$ cat src/rtl/axi32_pkg.sv
// ---------------------------------------------------------------------------
// axi32_pkg
// Shared definitions for the AXI4-Lite master:
//   state_t      - master FSM state encoding
//   RESP_*       - AXI response codes (DECERR doubles as the timeout code)
//   DATAWIDTH    - the only supported AXI data width
//   sat_inc8     - 8-bit saturating increment
// ---------------------------------------------------------------------------
package axi32_pkg;

  typedef enum logic [2:0] {
    ST_IDLE    = 3'd0,
    ST_WR_REQ  = 3'd1,
    ST_WR_RESP = 3'd2,
    ST_RD_REQ  = 3'd3,
    ST_RD_DATA = 3'd4,
    ST_DONE    = 3'd5
  } state_t;

  localparam logic [1:0] RESP_OKAY   = 2'b00;
  localparam logic [1:0] RESP_SLVERR = 2'b10;
  localparam logic [1:0] RESP_DECERR = 2'b11;

  localparam int DATAWIDTH = 32;

  function automatic logic [7:0] sat_inc8(input logic [7:0] v);
    return (v == 8'hFF) ? v : v + 8'd1;
  endfunction

endpackage

$ cat src/rtl/axi32_lite_master_if.sv
// ---------------------------------------------------------------------------
// axi32_lite_master_if
// AXI4-Lite bus bundle (AW, W, B, AR, R channels) without clock/reset.
//   master modport : drives addr/data/strb/valid on AW/W/AR, ready on B/R
//   slave  modport : mirror image
// ---------------------------------------------------------------------------
interface axi32_lite_master_if
  import axi32_pkg::*;
#(
  parameter int addrwidth = 8,
  parameter int datawidth = DATAWIDTH
);
  logic [addrwidth-1:0]   awaddr;
  logic                   awvalid;
  logic                   awready;
  logic [datawidth-1:0]   wdata;
  logic [datawidth/8-1:0] wstrb;
  logic                   wvalid;
  logic                   wready;
  logic [1:0]             bresp;
  logic                   bvalid;
  logic                   bready;
  logic [addrwidth-1:0]   araddr;
  logic                   arvalid;
  logic                   arready;
  logic [datawidth-1:0]   rdata;
  logic [1:0]             rresp;
  logic                   rvalid;
  logic                   rready;

  modport master (
    output awaddr, awvalid, wdata, wstrb, wvalid, bready, araddr, arvalid, rready,
    input  awready, wready, bresp, bvalid, arready, rdata, rresp, rvalid
  );

  modport slave (
    input  awaddr, awvalid, wdata, wstrb, wvalid, bready, araddr, arvalid, rready,
    output awready, wready, bresp, bvalid, arready, rdata, rresp, rvalid
  );
endinterface

$ cat src/rtl/axi32_lite_master.sv
// ---------------------------------------------------------------------------
// axi32_lite_master
// Single-outstanding AXI4-Lite master. A command (read or write) is accepted
// in IDLE, run on the AXI bus, and answered with one response beat.
// A per-transaction wait counter aborts a stalled transaction after
// timeout_cycles cycles: all AXI valid/ready drop and the response carries
// DECERR plus the timeout flag. That abort is a debug recovery and is NOT
// AXI compliant (a slave may be left mid-handshake).
// Ports:
//   m_axi_clk_in, m_axi_reset_n_in  clock, async active-low reset
//   cmd_*                           command handshake + payload
//   rsp_*                           response handshake, rdata, resp, timeout
//   timeout_cnt_out                 saturating count of timed-out commands
//   m_axi                           AXI4-Lite master modport
// Only datawidth = 32 is supported.
// ---------------------------------------------------------------------------
module axi32_lite_master
  import axi32_pkg::*;
#(
  parameter int datawidth      = DATAWIDTH,
  parameter int addrwidth      = 8,
  parameter int timeout_cycles = 255
) (
  input  logic                   m_axi_clk_in,
  input  logic                   m_axi_reset_n_in,
  input  logic                   cmd_valid_in,
  output logic                   cmd_ready_out,
  input  logic                   cmd_write_in,
  input  logic [addrwidth-1:0]   cmd_addr_in,
  input  logic [datawidth-1:0]   cmd_wdata_in,
  input  logic [datawidth/8-1:0] cmd_wstrb_in,
  output logic                   rsp_valid_out,
  input  logic                   rsp_ready_in,
  output logic [datawidth-1:0]   rsp_rdata_out,
  output logic [1:0]             rsp_resp_out,
  output logic                   rsp_timeout_out,
  output logic [7:0]             timeout_cnt_out,
  axi32_lite_master_if.master    m_axi
);

  localparam logic [8:0] TMO_LIM = 9'(timeout_cycles);

  state_t                 state;
  logic [addrwidth-1:0]   addr_q;
  logic [datawidth-1:0]   wdata_q;
  logic [datawidth/8-1:0] wstrb_q;
  logic                   awvalid_q, wvalid_q, bready_q, arvalid_q, rready_q;
  logic                   aw_done, w_done;
  logic [7:0]             wait_cnt;

  logic aw_hs, w_hs, expired, tmo;

  // Held low during reset so no command is offered until reset is released.
  assign cmd_ready_out = (state == ST_IDLE) & m_axi_reset_n_in;

  assign m_axi.awaddr  = addr_q;
  assign m_axi.araddr  = addr_q;
  assign m_axi.wdata   = wdata_q;
  assign m_axi.wstrb   = wstrb_q;
  assign m_axi.awvalid = awvalid_q;
  assign m_axi.wvalid  = wvalid_q;
  assign m_axi.bready  = bready_q;
  assign m_axi.arvalid = arvalid_q;
  assign m_axi.rready  = rready_q;

  assign aw_hs   = awvalid_q & m_axi.awready;
  assign w_hs    = wvalid_q & m_axi.wready;
  // Fires in the cycle that would make the wait count reach the limit.
  assign expired = ({1'b0, wait_cnt} + 9'd1) >= TMO_LIM;

  // A handshake in the expiring cycle always takes precedence over the abort.
  always_comb begin
    tmo = 1'b0;
    case (state)
      ST_WR_REQ:  tmo = expired & ~aw_hs & ~w_hs;
      ST_WR_RESP: tmo = expired & ~m_axi.bvalid;
      ST_RD_REQ:  tmo = expired & ~m_axi.arready;
      ST_RD_DATA: tmo = expired & ~m_axi.rvalid;
      default:    tmo = 1'b0;
    endcase
  end

  always_ff @(posedge m_axi_clk_in or negedge m_axi_reset_n_in) begin
    if (!m_axi_reset_n_in) begin
      state           <= ST_IDLE;
      addr_q          <= '0;
      wdata_q         <= '0;
      wstrb_q         <= '0;
      awvalid_q       <= 1'b0;
      wvalid_q        <= 1'b0;
      bready_q        <= 1'b0;
      arvalid_q       <= 1'b0;
      rready_q        <= 1'b0;
      aw_done         <= 1'b0;
      w_done          <= 1'b0;
      wait_cnt        <= '0;
      rsp_valid_out   <= 1'b0;
      rsp_rdata_out   <= '0;
      rsp_resp_out    <= RESP_OKAY;
      rsp_timeout_out <= 1'b0;
      timeout_cnt_out <= '0;
    end else begin
      case (state)
        ST_IDLE: begin
          if (cmd_valid_in) begin
            addr_q          <= cmd_addr_in;
            wdata_q         <= cmd_wdata_in;
            wstrb_q         <= cmd_wstrb_in;
            aw_done         <= 1'b0;
            w_done          <= 1'b0;
            wait_cnt        <= '0;
            rsp_timeout_out <= 1'b0;
            if (cmd_write_in) begin
              awvalid_q <= 1'b1;
              wvalid_q  <= 1'b1;
              state     <= ST_WR_REQ;
            end else begin
              arvalid_q <= 1'b1;
              state     <= ST_RD_REQ;
            end
          end
        end
        ST_WR_REQ: begin
          wait_cnt <= sat_inc8(wait_cnt);
          // AW and W retire independently; leave once both are done.
          if (aw_hs) begin
            awvalid_q <= 1'b0;
            aw_done   <= 1'b1;
          end
          if (w_hs) begin
            wvalid_q <= 1'b0;
            w_done   <= 1'b1;
          end
          if ((aw_done | aw_hs) & (w_done | w_hs)) begin
            bready_q <= 1'b1;
            state    <= ST_WR_RESP;
          end
        end
        ST_WR_RESP: begin
          wait_cnt <= sat_inc8(wait_cnt);
          if (m_axi.bvalid) begin
            bready_q      <= 1'b0;
            rsp_resp_out  <= m_axi.bresp;
            rsp_rdata_out <= '0;
            rsp_valid_out <= 1'b1;
            state         <= ST_DONE;
          end
        end
        ST_RD_REQ: begin
          wait_cnt <= sat_inc8(wait_cnt);
          if (m_axi.arready) begin
            arvalid_q <= 1'b0;
            rready_q  <= 1'b1;
            state     <= ST_RD_DATA;
          end
        end
        ST_RD_DATA: begin
          wait_cnt <= sat_inc8(wait_cnt);
          if (m_axi.rvalid) begin
            rready_q      <= 1'b0;
            rsp_rdata_out <= m_axi.rdata;
            rsp_resp_out  <= m_axi.rresp;
            rsp_valid_out <= 1'b1;
            state         <= ST_DONE;
          end
        end
        ST_DONE: begin
          if (rsp_ready_in) begin
            rsp_valid_out <= 1'b0;
            state         <= ST_IDLE;
          end
        end
        default: state <= ST_IDLE;
      endcase

      // Timeout abort overrides whatever the state branch scheduled.
      if (tmo) begin
        awvalid_q       <= 1'b0;
        wvalid_q        <= 1'b0;
        bready_q        <= 1'b0;
        arvalid_q       <= 1'b0;
        rready_q        <= 1'b0;
        rsp_resp_out    <= RESP_DECERR;
        rsp_timeout_out <= 1'b1;
        rsp_rdata_out   <= '0;
        rsp_valid_out   <= 1'b1;
        timeout_cnt_out <= sat_inc8(timeout_cnt_out);
        state           <= ST_DONE;
      end
    end
  end

endmodule

$ cat src/flat_wrapper.sv
// flat-port wrapper written by rule: the top's interface ports become plain ports
module axi32_lite_master_flat import axi32_pkg::*;
#(
  parameter int datawidth      = DATAWIDTH,
  parameter int addrwidth      = 8,
  parameter int timeout_cycles = 255
)
  (m_axi_clk_in, m_axi_reset_n_in, cmd_valid_in, cmd_ready_out, cmd_write_in, cmd_addr_in, cmd_wdata_in, cmd_wstrb_in, rsp_valid_out, rsp_ready_in, rsp_rdata_out, rsp_resp_out, rsp_timeout_out, timeout_cnt_out, m_axi_awaddr, m_axi_awvalid, m_axi_wdata, m_axi_wstrb, m_axi_wvalid, m_axi_bready, m_axi_araddr, m_axi_arvalid, m_axi_rready, m_axi_awready, m_axi_wready, m_axi_bresp, m_axi_bvalid, m_axi_arready, m_axi_rdata, m_axi_rresp, m_axi_rvalid);
  axi32_lite_master_if #(.addrwidth(addrwidth), .datawidth(datawidth)) m_axi_i ();
  input  logic m_axi_clk_in;
  input  logic m_axi_reset_n_in;
  input  logic cmd_valid_in;
  output logic cmd_ready_out;
  input  logic cmd_write_in;
  input  logic [addrwidth-1:0] cmd_addr_in;
  input  logic [datawidth-1:0] cmd_wdata_in;
  input  logic [datawidth/8-1:0] cmd_wstrb_in;
  output logic rsp_valid_out;
  input  logic rsp_ready_in;
  output logic [datawidth-1:0] rsp_rdata_out;
  output logic [1:0] rsp_resp_out;
  output logic rsp_timeout_out;
  output logic [7:0] timeout_cnt_out;
  output wire logic [$bits(m_axi_i.awaddr)-1:0] m_axi_awaddr;
  output wire logic [$bits(m_axi_i.awvalid)-1:0] m_axi_awvalid;
  output wire logic [$bits(m_axi_i.wdata)-1:0] m_axi_wdata;
  output wire logic [$bits(m_axi_i.wstrb)-1:0] m_axi_wstrb;
  output wire logic [$bits(m_axi_i.wvalid)-1:0] m_axi_wvalid;
  output wire logic [$bits(m_axi_i.bready)-1:0] m_axi_bready;
  output wire logic [$bits(m_axi_i.araddr)-1:0] m_axi_araddr;
  output wire logic [$bits(m_axi_i.arvalid)-1:0] m_axi_arvalid;
  output wire logic [$bits(m_axi_i.rready)-1:0] m_axi_rready;
  input wire logic [$bits(m_axi_i.awready)-1:0] m_axi_awready;
  input wire logic [$bits(m_axi_i.wready)-1:0] m_axi_wready;
  input wire logic [$bits(m_axi_i.bresp)-1:0] m_axi_bresp;
  input wire logic [$bits(m_axi_i.bvalid)-1:0] m_axi_bvalid;
  input wire logic [$bits(m_axi_i.arready)-1:0] m_axi_arready;
  input wire logic [$bits(m_axi_i.rdata)-1:0] m_axi_rdata;
  input wire logic [$bits(m_axi_i.rresp)-1:0] m_axi_rresp;
  input wire logic [$bits(m_axi_i.rvalid)-1:0] m_axi_rvalid;
  assign m_axi_awaddr = m_axi_i.awaddr;
  assign m_axi_awvalid = m_axi_i.awvalid;
  assign m_axi_wdata = m_axi_i.wdata;
  assign m_axi_wstrb = m_axi_i.wstrb;
  assign m_axi_wvalid = m_axi_i.wvalid;
  assign m_axi_bready = m_axi_i.bready;
  assign m_axi_araddr = m_axi_i.araddr;
  assign m_axi_arvalid = m_axi_i.arvalid;
  assign m_axi_rready = m_axi_i.rready;
  assign m_axi_i.awready = m_axi_awready;
  assign m_axi_i.wready = m_axi_wready;
  assign m_axi_i.bresp = m_axi_bresp;
  assign m_axi_i.bvalid = m_axi_bvalid;
  assign m_axi_i.arready = m_axi_arready;
  assign m_axi_i.rdata = m_axi_rdata;
  assign m_axi_i.rresp = m_axi_rresp;
  assign m_axi_i.rvalid = m_axi_rvalid;
  axi32_lite_master #(.datawidth(datawidth), .addrwidth(addrwidth), .timeout_cycles(timeout_cycles)) u_core (.m_axi_clk_in(m_axi_clk_in), .m_axi_reset_n_in(m_axi_reset_n_in), .cmd_valid_in(cmd_valid_in), .cmd_ready_out(cmd_ready_out), .cmd_write_in(cmd_write_in), .cmd_addr_in(cmd_addr_in), .cmd_wdata_in(cmd_wdata_in), .cmd_wstrb_in(cmd_wstrb_in), .rsp_valid_out(rsp_valid_out), .rsp_ready_in(rsp_ready_in), .rsp_rdata_out(rsp_rdata_out), .rsp_resp_out(rsp_resp_out), .rsp_timeout_out(rsp_timeout_out), .timeout_cnt_out(timeout_cnt_out), .m_axi(m_axi_i));
endmodule
$ cat config.mk
export PLATFORM = sky130hd
export DESIGN_NAME = axi32_lite_master_flat
export DESIGN_NICKNAME = d
export VERILOG_FILES = /design/src/rtl/axi32_pkg.sv /design/src/rtl/axi32_lite_master_if.sv /design/src/rtl/axi32_lite_master.sv /design/src/flat_wrapper.sv
export SDC_FILE = /design/constraint.sdc
export NUM_CORES = 1
export LEC_CHECK = 0
export BUFFER_PORTS_ARGS = -buffer_cell sky130_fd_sc_hd__clkbuf_2
export CORE_MARGIN = 5
export CORE_UTILIZATION = 50
export CTS_BUF_LIST = sky130_fd_sc_hd__clkbuf_4
export DETAILED_ROUTE_END_ITERATION = 6
export PLACE_DENSITY = 0.83
export SLEW_MARGIN = 20
export SYNTH_ARGS = -nofsm -noshare
export SYNTH_HDL_FRONTEND = slang
export SYNTH_SLANG_ARGS = --single-unit
$ cat constraint.sdc
create_clock -name m_axi_clk_in -period 3.2 [get_ports m_axi_clk_in]
set_input_delay 0.16 -clock m_axi_clk_in [delete_from_list [all_inputs] [get_ports m_axi_clk_in]]
set_output_delay 0.16 -clock m_axi_clk_in [all_outputs]
set_load 0.01 [all_outputs]
======== Yosys cells after proc, flatten, opt, wreduce, memory -nomap -nowiden ========
Index checks and enable logic that the tools add are counted.
word-level totals
  register bits after elaboration ......... 106
  output and inout bits ................... 102
cells by class
  add/subtract/negate cells ............... 3
  magnitude comparators ................... 1
  equal/unequal tests ..................... 21
  multiplexer cells ....................... 54
  bitwise gates (word level) .............. 17
  reductions and logical operators ........ 26
operators with widths
  kind                                                                                  count
  32-bit 2-to-1 mux                                                                     3
  32-bit case mux with 2 select lines                                                   1
  1-bit 2-to-1 mux                                                                      25
  3-bit 2-to-1 mux                                                                      7
  3-bit by 2-bit inequality test with 1-bit output (second input constant)              7
  3-bit case mux with 6 select lines                                                    1
  3-bit AND reduction                                                                   6
  8-bit by 1-bit adder with 8-bit output (second input constant)                        2
  8-bit == test (second input constant)                                                 2
  8-bit 2-to-1 mux                                                                      2
  8-bit case mux with 2 select lines                                                    1
  4-bit AND reduction                                                                   4
  3-bit nonzero test                                                                    5
  1-bit case mux with 2 select lines                                                    7
  8-bit by 1-bit adder with 9-bit output (second input constant)                        1
  1-bit bitwise AND                                                                     9
  9-bit by 8-bit greater-or-equal comparator with 1-bit output (second input constant)  1
  3-bit by 1-bit inequality test with 1-bit output (second input constant)              3
  2-bit 2-to-1 mux                                                                      4
  2-bit nonzero test                                                                    4
  3-bit by 2-bit == test with 1-bit output (second input constant)                      2
  3-bit == test (second input constant)                                                 2
  1-bit inverter                                                                        6
  2-bit AND reduction                                                                   3
  11 further kinds                                                                      14

======== Longest topological paths before layout ========
Gate-level depths: netlist of the first run.
  depth in word-level cells ............... 7
  gate-level depth with buffers ........... 8
  depth with buffers taken out ............ 7

======== Least setup slack after synthesis of the first run ========
No wires, ideal clock.
  kind .................................... register -> register
  start point ............................. register u_core.wait_cnt[0]
  end point ............................... register u_core.timeout_cnt_out[6]
  library setup time ...................... 128 ps
  data arrival time ....................... 2286 ps
  path slack .............................. 786 ps
  stages on the path, launching flop included .. 9
  clock period less this slack ............ 2414 ps
  path through ............................ dfrtp_1 ha_1 nand2b_1 or4b_1 o311a_1 o31a_1 buf_2 nor4b_2 mux2_1
between the ends
  longest elaborated chain between the ends .. 6
ends and longest elaborated chain
  what                                                              RTL line                  text
  from (decl)                                                       axi32_lite_master.sv:49   logic [7:0] wait_cnt;
  from (signal assigned)                                            axi32_lite_master.sv:124  wait_cnt <= sat_inc8(wait_cnt);
  from (signal assigned)                                            axi32_lite_master.sv:140  wait_cnt <= sat_inc8(wait_cnt);
  from (signal assigned)                                            axi32_lite_master.sv:150  wait_cnt <= sat_inc8(wait_cnt);
  8-bit by 1-bit adder with 9-bit output (*)                        axi32_lite_master.sv:69   assign expired = ({1'b0, wait_cnt} + 9'd1) >= TMO_LIM;
  9-bit by 8-bit greater-or-equal comparator with 1-bit output (*)  axi32_lite_master.sv:69
  1-bit bitwise AND (2 in a row)                                    axi32_lite_master.sv:75   ST_WR_REQ: tmo = expired & ~aw_hs & ~w_hs;
  1-bit case mux with 4 select lines (*)                            axi32_lite_master.sv:74   case (state)
  2-bit AND reduction (no source line) (*)                          --
  to (signal assigned)                                              axi32_lite_master.sv:187  timeout_cnt_out <= sat_inc8(timeout_cnt_out);
  to (decl)                                                         axi32_lite_master.sv:37   output logic [7:0] timeout_cnt_out,
Mark *: on every way between the ends. The rest lies on a longest branch, timed or not.
A chain may end at the register's enable or synchronous reset.

======== Worst setup path after layout of the first run ========
  start point ............................. register u_core.wait_cnt[0]
  end point ............................... register u_core.timeout_cnt_out[1]
Same word-level chain as after synthesis.

==> flow_metrics.tcl, run 1 <==
set metrics [dict create \
    p_total_w 0.00531 \
    die_w_microns 107 \
    hold_path_end "u_core.rsp_rdata_out[7]" \
    ys_ff_latch 106 \
    setup_viol 0 \
    p_leak_nw 3.49 \
    cts_resized 0 \
    antenna_found_initial 0 \
    synth.distinct_cells 43 \
    finalCritPeriodShare_pct 86.0 \
    maxSlewHeadroom_pct 50.8 \
    ir_drop_mv 0.413 \
    rsz0062_at_grt "no" \
    first_global_vias 4682 \
    num_io_pins 192 \
    status "finished, final reports clean" \
    ant_nets 0 \
    cpPeakStageDelay_ns 0.49 \
    setup.worst_path.start "u_core.wait_cnt[0]" \
    setup_tns_ns 0 \
    n_antenna_cell 0 \
    worstHoldPathType "input pin to flop" \
    crit_arrival_ns 3.08 \
    cts_inserted_buffers 9 \
    ys.warnings.count 0 \
    synth_area_sq_um 4660 \
    cp_cell_sequence "ha_1 -> nand2b_1 -> or4b_1 -> o311a_1 -> o31a_1 -> or3_1 -> mux2_1" \
    crit_family "simple AND/OR/NAND/NOR gates" \
    max_freq_mhz 363 \
    r2r_cells 7 \
    numClockSinks 106 \
    critical_path_class "flop to flop" \
    crit_required_ns 3.53 \
    grt_overflow_total 0 \
    cp_slowest_cell "dfrtp_1" \
    layout-drive-gt1-share_pct 29.3 \
    cts_tree "built" \
    place_congestion 0.905 \
    fin_ws_ns 0.448 \
    clk_latency_ns 0.44 \
    area_growth_pct 40.6 \
    cts_root_buffer "clkbuf_4" \
    synthCells 496 \
    post-cts-setup-buffers 0 \
    drt_iter0_markers 318 \
    path_buf_inv 0 \
    synth_area_leaders "dfrtp_1 (57%), nand2_1 (12%), a22oi_1 (5.5%)" \
    min_from "m_axi_rdata[7]" \
    grt_pass1_wl_microns 22700 \
    portBuffers 191 \
    startpoint_type "flop" \
    hold_slack_ns 0.00460 \
    dp_hpwl_microns 8950 \
    finalHoldViolations 0 \
    clock_skew_ns 0.0178 \
    core-area_sq_um 9150 \
    fin_crit_ns 2.75 \
    rrSetupSlack_ns 0.45 \
    max_cap_violations 0 \
    path_clk_slew_ns 0.17 \
    synth.avg_cell_area_sq_um 9.39 \
    cp_max_fo 12 \
    start_util_pct 50.9 \
    p_per_area_nw_per_um2 810 \
    firstDrtPassIters 5 \
    slew_violations 0 \
    crit_path_end_kind "flop" \
    crit_cells 7 \
    die-area_sq_um 11300 \
    totalWireLength_microns 13900 \
    remaining_drc_errors 0 \
    r2r_start "u_core.wait_cnt[0]" \
    vias_per_cell 5.22 \
    routedWlPerCell_microns 16.1 \
    worstMarginPinSlew_ns 0.737 \
    row_count 35 \
    final_nets 841 \
    ys_seq_area_share_pct 56.9 \
    hold_path_depth 3 \
    grt_max_degree 45 \
    fillerInstances 661 \
    h-tree-depth 3 \
    yosys.area.top_type "dfrtp_1" \
    r2r_end "u_core.timeout_cnt_out[1]" \
    die-height_microns 107 \
    grt_use_total_pct 24.9 \
    dr_total_vias 4511 \
    post-route-util_pct 71.5 \
    pre_cts_ws_ns 0.491 \
    synth_nets 589 \
    netlist.area_leader.share_pct 56.9 \
    clock_path_buffers 2 \
]
## power by group
group          leakage (nW)  total, W  switching (W)  internal [W]
Clock                0.0694  0.000620       0.000442      0.000179
Sequential             1.35   0.00236       0.000452       0.00191
Combinational          2.08   0.00233        0.00135      0.000972
## how the worst max path moves through the flow
stage | end | slack [ns]
after floorplan | u_core.timeout_cnt_out[6] | 0.79
after global placement | u_core.timeout_cnt_out[1] | 0.57
after detailed placement | u_core.timeout_cnt_out[1] | 0.49
after CTS | u_core.timeout_cnt_out[1] | 0.44
after global routing | u_core.timeout_cnt_out[1] | 0.33
final | u_core.timeout_cnt_out[1] | 0.45
## layer usage
layer | global-route usage [%] | share of wire [%] | vias up | routed length (microns)
met4 | 9.77 | 2.9 | 0 | 397
met1 | 29.3 | 39 | 2131 | 5420
met5 | 0 | 0 | - | 0
li1 | - | - | 2156 | -
met3 | 6.86 | 8.1 | 34 | 1120
met2 | 43.3 | 50 | 190 | 6930
## registers in the layout (all words and copies together) (netlist names), 2 cells and up
signal                  cells
u_core.rsp_resp_out         2
u_core.state                3
u_core.rsp_rdata_out       32
u_core.m_axi.araddr         8
u_core.m_axi.wstrb          4
u_core.wait_cnt             8
u_core.timeout_cnt_out      8
u_core.m_axi.wdata         32
## cells in the final DEF (no fill, tap or decap), drive strengths merged, types with 2 or more instances in the layout
master	count
inv	13
dlygate4sd3	77
dfrtp	106
xor2	3
o31ai	6
nand3	7
nand2	155
buf	9
o31a	2
o21ai	9
o221ai	2
nor3	6
clkinv	3
nor2	46
and3	5
or2	2
ha	3
nand4	2
o22a	2
or3	2
o211ai	3
a21oi	16
and2	6
clkbuf	200
mux2i	5
nand2b	5
nor4	2
mux2	3
a32o	2
a22oi	34
xnor2	5
## stage by stage
step	std cells	cell area [sq um]
finish	864	6550
global route	864	6550
CTS	864	6550
detailed placement	771	5650
global placement	771	5650
floorplan	496	4660
## worst register-to-register path: cells and delay by family, from the launching register on
| kind | cells | cell delay [ns] |
|---|---|---|
| AO/OA/AOI/OAI | 2 | 0.54 |
| adder cells (fa/ha/maj) | 1 | 0.28 |
| flip-flops | 1 | 0.49 |
| multiplexers | 1 | 0.32 |
| AND/OR/NAND/NOR | 3 | 1.02 |
## synth_stat cells, drive strengths merged
cell	number
nor4	2
dfrtp	106
xnor2	5
or2	2
a31oi	1
nor3	6
nor3b	1
mux2	3
o32a	1
a21o	1
a21boi	1
a21oi	16
and2	6
o221ai	2
o211ai	3
nor4b	1
xor2	3
clkbuf	25
a221oi	1
or3	2
inv	10
a32o	2
buf	10
a22oi	34
o22a	2
o31ai	6
o21a	1
nor2	46
ha	3
and3	5
o21ai	9
mux2i	5
nor2b	1
nand3	7
o31a	2
a41oi	1
or4b	1
o311a	1
nand4	2
nand2b	5
nand2	155
## timing repair
| action | in CTS | in global routing |
|---|---|---|
| setup endpoints to repair | 0 | 0 |
| endpoints found under the hold margin | 108 | 0 |
| hold buffers | 77 | 0 |
## cell type report
class	instances	area, sq um	share of cell area (%)
clock buffer	10	75.1	1.15
clock inverter	6	47.5	0.726
inverter	10	37.5	0.573
multi-input combinational	345	1810	27.6
sequential	106	2650	40.5
tap	111	139	2.12
timing repair buffer	276	1790	27.3
## logic make-up after synthesis
logic type | after synthesis | share of synthesized area, %
flops | 106 | 56.9
buf+inv | 45 | 4.32
simple gates | 242 | 22.0
compound gates | 84 | 12.6
mux | 8 | 1.80
xor+xnor | 8 | 1.50
fa+ha+maj | 3 | 0.806
(Power assumes the default switching activity.)
==> run 2: changes to the inputs <==
--- a/config.mk
+++ b/config.mk
@@ -11,6 +11,7 @@
 export CTS_BUF_LIST = sky130_fd_sc_hd__clkbuf_4
 export DETAILED_ROUTE_END_ITERATION = 6
 export PLACE_DENSITY = 0.83
+export REMOVE_ABC_BUFFERS = 1
 export SLEW_MARGIN = 20
 export SYNTH_ARGS = -nofsm -noshare
 export SYNTH_HDL_FRONTEND = slang
==> run 2 against run 1 <==
Effect of this change: non-clock buffer count increased by 4; clock power up 4.7%; cell count rose by 0.58%; register-to-register slack about the same; via count is 3.6% higher; first-iteration DRC count grew 9.7%; clock-buffer cell count did not move; die area stayed put; critical path type unchanged; largest cell class unchanged; largest power group unchanged.
==> flow_metrics.tcl, run 2 (synthesis gave the netlist of run 1 again) <==
set metrics [dict create \
    path_clk_slew_ns 0.15 \
    post-cts-setup-buffers 0 \
    maxSlewHeadroom_pct 58.4 \
    die-area_sq_um 11300 \
    fin_crit_ns 2.74 \
    critical_path_class "flop to flop" \
    numClockSinks 106 \
    drt_iter0_markers 349 \
    crit_required_ns 3.53 \
    max_freq_mhz 365 \
    stdcell_area_sq_um 6600 \
    vias_per_cell 5.38 \
    grt_pass1_wl_microns 24000 \
    ir_drop_mv 0.526 \
    totalWireLength_microns 14400 \
    status "finished, final reports clean" \
    placedCellCount 770 \
    placed_area_sq_um 5650 \
    firstDrtPassIters 5 \
    first_global_vias 4932 \
    die-height_microns 107 \
    slew_violations 0 \
    dp_hpwl_microns 8890 \
    startpoint_type "flop" \
    crit_arrival_ns 3.07 \
    worstMarginPinSlew_ns 0.624 \
    cts_inserted_buffers 9 \
    grt_use_total_pct 26.3 \
    remaining_drc_errors 0 \
    ant_nets 0 \
    start_util_pct 50.9 \
    finalCritPeriodShare_pct 85.7 \
    layout-drive-gt1-share_pct 29.2 \
    cts_resized 0 \
    fin_cells 869 \
    cp_max_fo 12 \
    worstHoldPathType "input pin to flop" \
    area_growth_pct 41.8 \
    final_cell_mix "clkbuf_2 (190), nand2_1 (155), dfrtp_1 (106), dlygate4sd3_1 (82), nor2_1 (45)" \
    final_common_cell "clkbuf_2" \
    hold_path_depth 3 \
    grt_overflow_total 0 \
    finalHoldViolations 0 \
    core-area_sq_um 9150 \
    rsz0062_at_grt "no" \
    die_w_microns 107 \
    post-route-util_pct 72.2 \
    clock_skew_ns 0.0205 \
    row_count 35 \
    crit_path_end_kind "flop" \
    r2r_cells 7 \
    place_congestion 0.878 \
    p_per_area_nw_per_um2 816 \
    postCtsHoldBufs 82 \
    routedWlPerCell_microns 16.5 \
    antenna_found_initial 1 \
    grt_max_degree 51 \
    final_nets 845 \
    p_leak_nw 3.51 \
    portBuffers 191 \
    h-tree-depth 3 \
    clk_latency_ns 0.45 \
    dr_total_vias 4673 \
    clock_path_buffers 2 \
    hold_slack_ns 0.0330 \
    setup_viol 0 \
    max_cap_violations 0 \
    num_io_pins 192 \
    cts_tree "built" \
    cts_root_buffer "clkbuf_4" \
]
-- run 2: worst paths after layout --
| path | from | end | slack (ns) |
|---|---|---|---|
| setup / recovery | u_core.wait_cnt[0] | u_core.timeout_cnt_out[1] | 0.46 |
| max in group asynchronous | m_axi_reset_n_in | u_core.timeout_cnt_out[5] | 2.18 |
| setup reg to reg | u_core.wait_cnt[0] | u_core.timeout_cnt_out[1] | 0.46 |
| hold reg to reg | u_core.m_axi.wstrb[3] | u_core.m_axi.wstrb[3] | 0.50 |
| min in group asynchronous | m_axi_reset_n_in | u_core.m_axi.wdata[5] | 0.11 |
| hold / removal | m_axi_rresp[1] | u_core.rsp_resp_out[1] | 0.03 |
-- run 2: per-layer routing --
metal | up-vias | track usage [%] | wire [microns]
li1 | 2167 | - | -
met1 | 2212 | 32.6 | 5590
met2 | 248 | 43.4 | 7070
met3 | 46 | 6.68 | 1190
met4 | 0 | 11.8 | 516
met5 | - | 0 | 0
-- run 2: report_power, final --
part / leakage, nW / internal [W] / switching [W]
combinational: 2.09 / 0.000976 / 0.00139
sequential: 1.35 / 0.00191 / 0.000471
clock: 0.0760 / 0.000187 / 0.000461
-- run 2: metrics by stage --
step,TNS [ns],power [W],setup WS (ns)
2_1_floorplan,-2.65,0.00358,-0.202
3_3_place_gp,0,0.00450,0.582
3_5_place_dp,0,0.00461,0.513
4_1_cts,0,0.00534,0.479
5_1_grt,0,0.00580,0.333
6_report,0,0.00539,0.459
-- run 2: worst max-delay path, cell delays in order, from the launching register on --
cell and delay (ns):
dfrtp_1 0.48, ha_1 0.27, nand2b_1 0.07, or4b_1 0.46, o311a_1 0.12, o31a_1 0.43, or3_1 0.47, mux2_1 0.33
-- run 2: area by class of cell --
| class | count | area, sq um |
|---|---|---|
| antenna | 1 | 2.50 |
| clock buffer | 10 | 75.1 |
| clock inverter | 6 | 58.8 |
| fill | 610 | 2550 |
| inverter | 10 | 37.5 |
| multi-input combinational | 345 | 1810 |
| sequential | 106 | 2650 |
| tap | 111 | 139 |
| timing repair buffer | 280 | 1830 |
==> run 3: changes to the inputs <==
--- a/config.mk
+++ b/config.mk
@@ -12,6 +12,7 @@
 export DETAILED_ROUTE_END_ITERATION = 6
 export PLACE_DENSITY = 0.83
 export REMOVE_ABC_BUFFERS = 1
+export SETUP_SLACK_MARGIN = 0.15
 export SLEW_MARGIN = 20
 export SYNTH_ARGS = -nofsm -noshare
 export SYNTH_HDL_FRONTEND = slang
==> constraint.sdc (replaced) <==
create_clock -name m_axi_clk_in -period 3.25 [get_ports m_axi_clk_in]
set_input_delay 0.1625 -clock m_axi_clk_in [delete_from_list [all_inputs] [get_ports m_axi_clk_in]]
set_output_delay 0.1625 -clock m_axi_clk_in [all_outputs]
set_load 0.01 [all_outputs]
==> run 3 against run 2 <==
Effect of this change: critical endpoint unchanged; cell count fell by 0.12%; first-iteration DRC count is 31% lower; non-clock buffer count unchanged; clock power up 13%; sequential power shrank 2%; sequential share of layout area is 0.14 points lower; hold slack got worse by 0.0075 ns; total power hardly changed; maximum frequency up 0.40%.
==> flow_metrics.tcl, run 3 (synthesis gave the netlist of run 1 again) <==
set metrics [dict create \
    status "finished, final reports clean" \
    max_cap_violations 0 \
    fin_crit_ns 2.73 \
    clock_path_buffers 2 \
    cpPeakStageDelay_ns 0.48 \
    final_common_cell "clkbuf_2" \
    dp_hpwl_microns 8940 \
    vias_per_cell 5.35 \
    ant_nets 0 \
    drt_iter0_markers 242 \
    cp_max_fo 12 \
    pre_cts_ws_ns 0.557 \
    num_io_pins 192 \
    portBuffers 191 \
    p_total_w 0.00540 \
    placed_area_sq_um 5650 \
    p_int_w 0.00310 \
    hold_path_depth 3 \
    clock_skew_ns 0.0288 \
    place_congestion 0.877 \
    clk_latency_ns 0.48 \
    die_w_microns 107 \
    cts_tree "built" \
    slew_violations 0 \
    fin_ws_ns 0.519 \
    post-cts-setup-buffers 0 \
    die-height_microns 107 \
    p_sw_w 0.00229 \
    finalHoldViolations 0 \
    setup_viol 0 \
    core-area_sq_um 9150 \
    rsz0062_at_grt "no" \
    multi_input_comb_area_sq_um 1810 \
    first_global_vias 4931 \
    pwr-share-clk_pct 13.6 \
    fillerInstances 603 \
    grt_max_degree 51 \
    area_growth_pct 42.3 \
    critical_path_class "flop to flop" \
    p_leak_nw 3.52 \
    startpoint_type "flop" \
    maxSlewHeadroom_pct 58.0 \
    switching_share_pct 42.5 \
    die-area_sq_um 11300 \
    path_clk_slew_ns 0.16 \
    totalWireLength_microns 14400 \
    start_util_pct 50.9 \
    cts_resized 0 \
    final_cell_mix "clkbuf_2 (190), nand2_1 (155), dfrtp_1 (106), dlygate4sd3_1 (82), nor2_1 (45)" \
    n_antenna_cell 0 \
    grt_use_total_pct 26.3 \
    regArea_sq_um 2650 \
    crit_required_ns 3.61 \
    firstDrtPassIters 4 \
    antenna_found_initial 0 \
    crit_path_end_kind "flop" \
    layout-drive-gt1-share_pct 29.2 \
    h-tree-depth 3 \
    r2r_cells 7 \
    routedWlPerCell_microns 16.6 \
    worstMarginPinSlew_ns 0.630 \
    numClockSinks 106 \
    p_seq_share_pct 43.1 \
    row_count 35 \
    cp_cell_sequence "ha_1 -> nand2b_1 -> or4b_1 -> o311a_1 -> o31a_1 -> or3_1 -> mux2_1" \
    p_per_area_nw_per_um2 814 \
    p_comb_share_pct 43.3 \
    grt_overflow_total 0 \
    cts_inserted_buffers 9 \
    hold_slack_ns 0.0255 \
    cts_root_buffer "clkbuf_4" \
    stdcell_area_sq_um 6630 \
    max_freq_mhz 366 \
    finalCritPeriodShare_pct 84.0 \
    ir_drop_mv 0.497 \
    crit_arrival_ns 3.09 \
    cp_slowest_cell "dfrtp_1" \
    final_nets 845 \
    dr_total_vias 4640 \
    grt_pass1_wl_microns 23700 \
    remaining_drc_errors 0 \
    rrSetupSlack_ns 0.52 \
    worstHoldPathType "input pin to flop" \
]
run 3: cell count changes in the layout (fill, tap and decap cells not counted):
cell,previous run,this run
inv_6,2,1
bufinv_16,0,1
clkinv_4,1,2
clkinv_2,1,0
diode_2,1,0
run 3: power by group through the flow:
stage / registers (W) / logic, W / clock network [W]
after detailed placement: 0.00233 / 0.00221 / 0
after CTS: 0.00231 / 0.00229 / 0.000741
after global routing: 0.00241 / 0.00257 / 0.000806
after floorplan: 0.00253 / 0.000996 / 0
after global placement: 0.00230 / 0.00213 / 0
final: 0.00233 / 0.00233 / 0.000736
run 3: repair_timing:
item                                    4_1_cts  5_1_grt
endpoints found under the hold margin       137        0
endpoints found under the setup margin        0        0
hold buffers                                 82        0
run 3: metrics by stage:
step | setup TNS [ns] | cells | util (%)
2_1_floorplan | -0.689 | 461 | -
3_3_place_gp | 0 | 770 | 61.7
3_5_place_dp | 0 | 770 | 61.7
4_1_cts | 0 | 868 | 72.4
5_1_grt | 0 | 868 | 72.4
6_report | 0 | 868 | 72.4
run 3: path summary, 6_finish.rpt:
path | startpoint | end
min reg2reg | u_core.m_axi.wstrb[3] | u_core.m_axi.wstrb[3]
max | u_core.wait_cnt[0] | u_core.timeout_cnt_out[1]
min | cmd_write_in | u_core.m_axi.wvalid
max reg2reg | u_core.wait_cnt[0] | u_core.timeout_cnt_out[1]
min in group asynchronous | m_axi_reset_n_in | u_core.m_axi.wdata[10]
max in group asynchronous | m_axi_reset_n_in | u_core.timeout_cnt_out[7]
run 3: worst max-delay path: cells and delay by family, from the launching register on:
kind	cells	cell delay, ns
compound gates	2	0.55
fa+ha+maj	1	0.26
flops	1	0.48
mux	1	0.33
simple gates	3	1.01
run 3: cell type report:
class / instances / share of cell area (%)
clock inverter: 6 / 1.27
multi-input combinational: 345 / 27.3
clock buffer: 10 / 1.13
inverter: 10 / 0.566
sequential: 106 / 40.0
tap: 111 / 2.10
timing repair buffer: 280 / 27.6
run 3: routing by layer:
metal  GRT usage, %  wire [microns]
met5              0               0
met4           12.2             574
met3           7.89            1200
met2           43.2            6980
met1           31.8            5620
